==> src/rtl/puf_tmv_stabilizer.sv <==
// puf_tmv_stabilizer
//   Temporal-majority-vote stabilizer for the DAPUF response array. Each key
//   is built from NSAMP evaluations of the same challenge: every evaluation
//   is requested with a one-cycle eval_req pulse, the returned word is
//   accumulated into per-bit ones counters, and at the end each key bit is
//   the majority value. Bits that were not unanimous are flagged in
//   unstable_mask.
//
//   Optional feature macro: TMV_TIMEOUT_EN
//     Defined   - a wait counter runs in WAIT. If TIMEOUT_CYC cycles pass
//                 without resp_valid, err is set (sticky) and the FSM returns
//                 to IDLE without pulsing key_valid. err clears on start.
//     Undefined - WAIT holds indefinitely and err is tied 0.
//
// Ports
//   clk           in   system clock, rising edge
//   rst_n         in   asynchronous active-low reset
//   start         in   begin key generation (sampled only in IDLE)
//   eval_req      out  one-cycle pulse requesting a PUF evaluation
//   resp_in       in   [WIDTH] PUF response word
//   resp_valid    in   resp_in valid this cycle (honoured only in WAIT)
//   busy          out  high in every state except IDLE
//   key_out       out  [WIDTH] majority-voted key, held until next DONE
//   unstable_mask out  [WIDTH] bit i set if bit i was not unanimous
//   key_valid     out  one-cycle pulse when key_out/unstable_mask update
//   err           out  sticky timeout flag (TMV_TIMEOUT_EN only)

module puf_tmv_stabilizer #(
   parameter int WIDTH       = 16,
   parameter int NSAMP       = 15,
   parameter int CNT_W       = 8,
   parameter int TIMEOUT_CYC = 255
) (
   input  logic             clk,
   input  logic             rst_n,
   input  logic             start,
   output logic             eval_req,
   input  logic [WIDTH-1:0] resp_in,
   input  logic             resp_valid,
   output logic             busy,
   output logic [WIDTH-1:0] key_out,
   output logic [WIDTH-1:0] unstable_mask,
   output logic             key_valid,
   output logic             err
);

   // Parameter sanity: an even NSAMP has no strict majority, and the
   // counters must be able to hold NSAMP without wrapping.
   if ((NSAMP % 2) == 0 || NSAMP < 3 || NSAMP > 255) begin : g_bad_nsamp
      $error("puf_tmv_stabilizer: NSAMP must be odd and within 3..255");
   end
   if ((2 ** CNT_W) <= NSAMP) begin : g_bad_cnt_w
      $error("puf_tmv_stabilizer: CNT_W too narrow for NSAMP");
   end
   if (TIMEOUT_CYC < 1) begin : g_bad_timeout
      $error("puf_tmv_stabilizer: TIMEOUT_CYC must be at least 1");
   end

   localparam logic [CNT_W-1:0] NSAMP_C = CNT_W'(NSAMP);
   localparam logic [CNT_W-1:0] HALF_C  = CNT_W'(NSAMP / 2);

   typedef enum logic [2:0] {
      S_IDLE,
      S_REQ,
      S_WAIT,
      S_ACCUM,
      S_DONE
   } state_t;

   state_t           state, state_nxt;
   logic [CNT_W-1:0] ones_cnt [WIDTH];
   logic [CNT_W-1:0] sample_cnt;
   logic             start_ok;   // start accepted this cycle
   logic             resp_ok;    // response accepted this cycle
   logic             timeout;    // WAIT budget exhausted this cycle

   assign start_ok = (state == S_IDLE) && start;
   assign resp_ok  = (state == S_WAIT) && resp_valid;
   assign eval_req = (state == S_REQ);
   assign busy     = (state != S_IDLE);

`ifdef TMV_TIMEOUT_EN
   localparam int WAIT_W = $clog2(TIMEOUT_CYC + 1);
   localparam logic [WAIT_W-1:0] WAIT_LAST = WAIT_W'(TIMEOUT_CYC - 1);

   logic [WAIT_W-1:0] wait_cnt;

   // wait_cnt counts completed WAIT cycles of the current request, so the
   // TIMEOUT_CYC-th silent WAIT cycle is the one that gives up.
   assign timeout = (state == S_WAIT) && !resp_valid && (wait_cnt == WAIT_LAST);

   always_ff @(posedge clk or negedge rst_n) begin
      if (!rst_n) begin
         wait_cnt <= '0;
         err      <= 1'b0;
      end else begin
         if (state == S_WAIT && !resp_valid) wait_cnt <= wait_cnt + 1'b1;
         else                                 wait_cnt <= '0;

         if (start_ok)     err <= 1'b0;
         else if (timeout) err <= 1'b1;
      end
   end
`else
   assign timeout = 1'b0;
   assign err     = 1'b0;
`endif

   // State register
   always_ff @(posedge clk or negedge rst_n) begin
      // NOTE: sequential state uses non-blocking assignments so every
      // register samples the pre-edge values of the others.
      if (!rst_n) state <= S_IDLE;
      else        state <= state_nxt;
   end

   // Next-state logic
   always_comb begin
      // NOTE: default first, so no path through the case leaves state_nxt
      // unassigned and no latch is inferred.
      state_nxt = state;
      unique case (state)
         S_IDLE:  if (start) state_nxt = S_REQ;
         S_REQ:   state_nxt = S_WAIT;
         S_WAIT: begin
            if (resp_valid)   state_nxt = S_ACCUM;
            else if (timeout) state_nxt = S_IDLE;
         end
         S_ACCUM: state_nxt = (sample_cnt == NSAMP_C) ? S_DONE : S_REQ;
         S_DONE:  state_nxt = S_IDLE;
         default: state_nxt = S_IDLE;
      endcase
   end

   // Accumulators. A start clears them; resp_valid outside WAIT is ignored.
   always_ff @(posedge clk or negedge rst_n) begin
      if (!rst_n) begin
         // NOTE: the counter array is small and has a defined reset value,
         // so it is reset like ordinary flops rather than treated as RAM.
         for (int i = 0; i < WIDTH; i++) ones_cnt[i] <= '0;
         sample_cnt <= '0;
      end else if (start_ok) begin
         for (int i = 0; i < WIDTH; i++) ones_cnt[i] <= '0;
         sample_cnt <= '0;
      end else if (resp_ok) begin
         for (int i = 0; i < WIDTH; i++) ones_cnt[i] <= ones_cnt[i] + CNT_W'(resp_in[i]);
         sample_cnt <= sample_cnt + 1'b1;
      end
   end

   // Vote. Registered at the end of DONE, so key_valid rises together with
   // the new key_out/unstable_mask.
   always_ff @(posedge clk or negedge rst_n) begin
      if (!rst_n) begin
         key_out       <= '0;
         unstable_mask <= '0;
         key_valid     <= 1'b0;
      end else begin
         key_valid <= (state == S_DONE);
         if (state == S_DONE) begin
            for (int i = 0; i < WIDTH; i++) begin
               key_out[i]       <= (ones_cnt[i] > HALF_C);
               unstable_mask[i] <= (ones_cnt[i] != '0) && (ones_cnt[i] != NSAMP_C);
            end
         end
      end
   end

endmodule

==> config.mk <==
export PLATFORM = sky130hd
export DESIGN_NAME = puf_tmv_stabilizer
export DESIGN_NICKNAME = d
export VERILOG_FILES = /design/src/rtl/puf_tmv_stabilizer.sv
export SDC_FILE = /design/constraint.sdc
export NUM_CORES = 1
export LEC_CHECK = 0
export ABC_CLOCK_PERIOD_IN_PS = 2100
export CORE_UTILIZATION = 50
export DETAILED_ROUTE_END_ITERATION = 16
export DONT_BUFFER_PORTS = 1
export GPL_TIMING_DRIVEN = 0
export HOLD_SLACK_MARGIN = 0.1
export SYNTH_ARGS = -nofsm -noshare
export SYNTH_HDL_FRONTEND = slang
export SYNTH_SLANG_ARGS = --single-unit
==> constraint.sdc <==
create_clock -name clk -period 2.1 [get_ports clk]
set_clock_uncertainty 0.2 [all_clocks]
set_input_delay 0.63 -clock clk [delete_from_list [all_inputs] [get_ports clk]]
set_output_delay 0.63 -clock clk [all_outputs]
set_load 0.02 [all_outputs]
Word-level counts from Yosys, hierarchy flattened --
Index checks and enable logic that the tools add are counted.
Word-level totals: memories kept 0, flip-flop bits (word level) 172, memory bits (read-only) 0, word-level logic and storage cells 123, bits in writable memories 0, latch bits 0, output and inout bits 36, input bits 20
Cells by class: shift operators 0, equal/unequal tests 23, reductions and logical operators 38, muxes and demuxes 8, $lt $le $gt $ge 16, multipliers 0, divide/modulo/power cells 0, bitwise logic cells 0, add/subtract/negate cells 17
Operator list (count):
- $mux 128 | 2
- $add 8x1->8 | 16
- $gt 8x3->1 const B | 16
- $ne 8x4->1 const B | 16
- $reduce_bool 8->1 | 16
- $logic_and 1x1->1 | 18
- $mux 8 | 2
- $pmux 3 s4 | 1
- $mux 3 | 3
- $add 8x1->8 const B | 1
- $eq 8x4->1 const B | 1
- $eq 3x2->1 const B | 2
- $ne 2x2->1 const B | 2
- $eq 3x1->1 const B | 1
- $eq 3x3->1 const B | 1
- $logic_not 3->1 | 1
- $reduce_bool 3->1 | 1
- $reduce_and 2->1 | 1
- $reduce_bool 2->1 | 1

Depth between registers and ports, before layout --
depth after elaboration 4, mapped depth 7

Least setup slack after synthesis --
Ideal clock, no wire load.
path type input -> register, start point input port resp_in[5], end point register ones_cnt[86] in the netlist's numbering, path buffers 0, cell stages on the path 5, library setup time 73 ps, path slack 155 ps, arrival 1672 ps, path through ha_1 ha_1 nand3_1 or4_4 a21oi_2
On the way: longest elaborated chain between the ends 3
Ends and longest elaborated chain:
- start: declaration | RTL line 38 | input logic [WIDTH-1:0] resp_in,
- $add 8x1->8 | RTL line 146 | for (int i = 0; i < WIDTH; i++) ones_cnt[i] <= ones_cnt[i] + CNT_W'(resp_in[i]);
- $mux 128 | RTL line 145 | end else if (resp_ok) begin
- $mux 128 | RTL line 142 | end else if (start_ok) begin
- end: declaration | RTL line 71 | logic [CNT_W-1:0] ones_cnt [WIDTH];
No other way between the ends. The select of a mux whose other input is x is not followed. A chain may end at the register's enable or synchronous reset.

Final worst setup path --
start point register state[0], end point output port busy
On the way: longest elaborated chain between the ends 1
Ends and longest elaborated chain:
- start: declaration | RTL line 70 | state_t state, state_nxt;
- start signal: assignment | RTL line 114 | else state <= state_nxt;
- $reduce_bool 3->1 | RTL line 80 | assign busy = (state != S_IDLE);
- end: declaration | RTL line 40 | output logic busy,
No other way between the ends.

==> flow_summary.json <==
{
  "synth_top_family_by_area": "simple AND/OR/NAND/NOR gates",
  "setup-tns-final_ns": -0.1003,
  "violations": "negative hold slack, negative setup slack",
  "drv_slew": 0,
  "dp_hpwl_mm": 15.72,
  "worstPathArrival_ns": 1.37,
  "syn_nets": 980,
  "grt_pass1_wl_mm": 38.81,
  "cts_tree": "yes",
  "wl_per_cell_um": 20.71,
  "hold_viol": 172,
  "rr_endpoint": "ones_cnt[53]$_DFFE_PN0P_",
  "synth_warnings": 0,
  "worst_hold_slack_ns": -0.3150,
  "dr_total_vias": 7373,
  "tightest_slew_ns": 0.5908,
  "synth.area.mux_share_pct": 4.478,
  "drc": 0,
  "r2r_setup_slack_ns": 0.04,
  "final_area_um2": 10150,
  "synth_ff_type": "dfrtp_1",
  "synth-edff-count": 0,
  "power_density_nw_per_um2": 996.3,
  "async_flop_share_pct": 100.0,
  "rsz0062_at_grt": "yes",
  "start_kind": "register",
  "synth_compound_area_share_pct": 11.43,
  "drv_cap": 0,
  "first_pass_iters": 5,
  "place_area_um2": 9223,
  "grt_usage_pct": 28.06,
  "endpoint_kind": "output pin",
  "synth_top_cell_area_share_pct": 48.14,
  "crit_fanout": 9,
  "cts_buffers": 17,
  "die_w_um": 135.7,
  "syn_to_final_growth_pct": 13.57,
  "grt_overflow_total": 0,
  "worstSkewPairLatency_ns": 0.44,
  "num_rows": 48,
  "layout_common_cells": "dfrtp_1, nand2_1, nand3_1, a21oi_1, mux2i_1",
  "rr_worst_depth": 6,
  "hold_class": "input port to async pin",
  "synth_cells": 927,
  "cts.clk_slew.worst_paths_ns": 0.07,
  "clockBufferDepth": 2,
  "postRouteAntennaNets": 0,
  "nets": 1003,
  "via_per_inst": 6.206,
  "cts_sinks": 172,
  "io_buffers": 0,
  "drive_gt1_share_pct": 13.91,
  "ys_ff_latch": 172,
  "ys_seq_area_share_pct": 48.14,
  "critPathKind": "register to output pin",
  "period_minus_slack_ns": 2.200,
  "die_h_um": 135.7,
  "layout_commonest_cell": "dfrtp_1",
  "leakage_nw": 4.666,
  "syn_area_per_cell_um2": 9.645,
  "diodes": 0,
  "core_area_um2": 17360,
  "synth.area.top_cells": "dfrtp_1, nand2_1, ha_1, mux2i_1, a21oi_1",
  "die-area_um2": 18420,
  "status": "complete, but fails checks",
  "cts-root-buf": "clkbuf_16",
  "grt_max_degree": 173,
  "gp_congestion": 0.8603,
  "yosys.area_share.simple_pct": 26.34,
  "fmax_ghz": 0.4545,
  "setup_viol": 1,
  "synth_largest_area_cell": "dfrtp_1",
  "cts_max_level": 4,
  "slew_headroom_pct": 60.61,
  "initial_core_util_pct": 51.51,
  "ioPinCount": 56,
  "syn_area_um2": 8941,
  "worstPathRequired_ns": 1.27,
  "antenna_found_initial": 0,
  "synth_xor_area_share_pct": 0.09796,
  "routed_wl_mm": 24.61,
  "synth-adder-area-share_pct": 4.618,
  "grt_pass1_vias": 7277,
  "drt_iter0_drc": 450,
  "synth_cell_types": 35,
  "peakVddDrop_mv": 0.6475,
  "timing.rr.start": "state[0]$_DFFE_PN0P_",
  "final.period_utilization_pct": 104.8,
  "finalWorstSetupSlack_ns": -0.1003
}
==> report_power, final <==
group / internal [mW] / switching [mW]
registers: 3.65 / 0.432
logic: 0.914 / 1.75
clock network: 2.03 / 1.34
total: 6.59 / 3.53
==> per-layer routing <==
metal	vias up	global-route usage (%)	part of all wire, %
met5	-	0	0
met4	0	10.92	2.5
met3	47	4.302	3.4
met2	181	46.09	49
met1	3703	37.12	45
li1	3442	-	-
==> state kept, by name, indices dropped and copies added, names as in the netlist <==
register and cells:
key_out 16, state 3, sample_cnt 8, ones_cnt 128
key_valid 1, unstable_mask 16
==> repair_timing <==
action / 4_1_cts / 5_1_grt
endpoints found under the hold margin: 172 / 172
setup endpoints to repair: 98 / 136
resized for setup: 19 / 53
pin swaps: 1 / 13
setup buffers: 1 / 6
==> cells by family (layout without fill, tap and decap cells) <==
logic type | Yosys count | count (layout)
simple gates | 425 | 425
buf+inv | 90 | 126
other cells | 1 | 1
xor+xnor | 1 | 1
compound gates | 165 | 165
flops | 172 | 172
fa+ha+maj | 33 | 33
mux | 40 | 40
==> worst max-delay path: stages, from the launching register on <==
cell     delay, ns
dfrtp_1       0.38
buf_6         0.14
or3_4         0.41
==> synth_stat cells (all sizes together), types with 20 or more instances <==
library cell  number
nand4             39
o22a              20
dfrtp            172
ha                33
or4               39
inv               30
o21ai             34
nand2b            21
nand2            142
o31ai             26
buf               42
nor4              33
nand3             64
a21oi             75
mux2i             40
or3               30
nor2              30
==> per-stage QoR <==
stage / total power [mW] / instances / utilization [%] / hold WS, ns / worst slack [ns]
6_report: 10.12 / 1188 / 58.51 / -0.3150 / -0.1003
3_5_place_dp: 6.587 / 1152 / 53.14 / 0.1394 / -0.2453
4_1_cts: 9.983 / 1182 / 57.01 / -0.3238 / -0.1241
2_1_floorplan: 5.676 / 927 / - / 0.1344 / 0.1547
3_3_place_gp: 6.491 / 1152 / 53.14 / 0.1397 / -0.2374
5_1_grt: 10.62 / 1188 / 58.51 / -0.3292 / -0.1214
==> worst max path at each step <==
stage | startpoint | end | slack [ns] | cells past startpoint
6_report | state[0]$_DFFE_PN0P_ | busy | -0.10 | 2
3_3_place_gp | state[1]$_DFFE_PN0P_ | unstable_mask[15]$_DFFE_PN0P_ | -0.24 | 5
4_1_cts | state[0]$_DFFE_PN0P_ | busy | -0.12 | 2
3_5_place_dp | state[1]$_DFFE_PN0P_ | unstable_mask[7]$_DFFE_PN0P_ | -0.25 | 5
5_1_grt | state[0]$_DFFE_PN0P_ | busy | -0.12 | 2
2_1_floorplan | resp_in[5] | ones_cnt[86]$_DFFE_PN0P_ | 0.15 | 5
==> cell type report <==
type	count	area [um2]
fill	1536	7202
multi-input combinational	665	4404
sequential	172	4307
clock buffer	22	494.2
buffer	57	359.1
tap	225	281.5
clock inverter	10	136.4
inverter	30	112.6
timing repair buffer	7	60.06
Note: power is estimated with default switching activity, not from simulation.
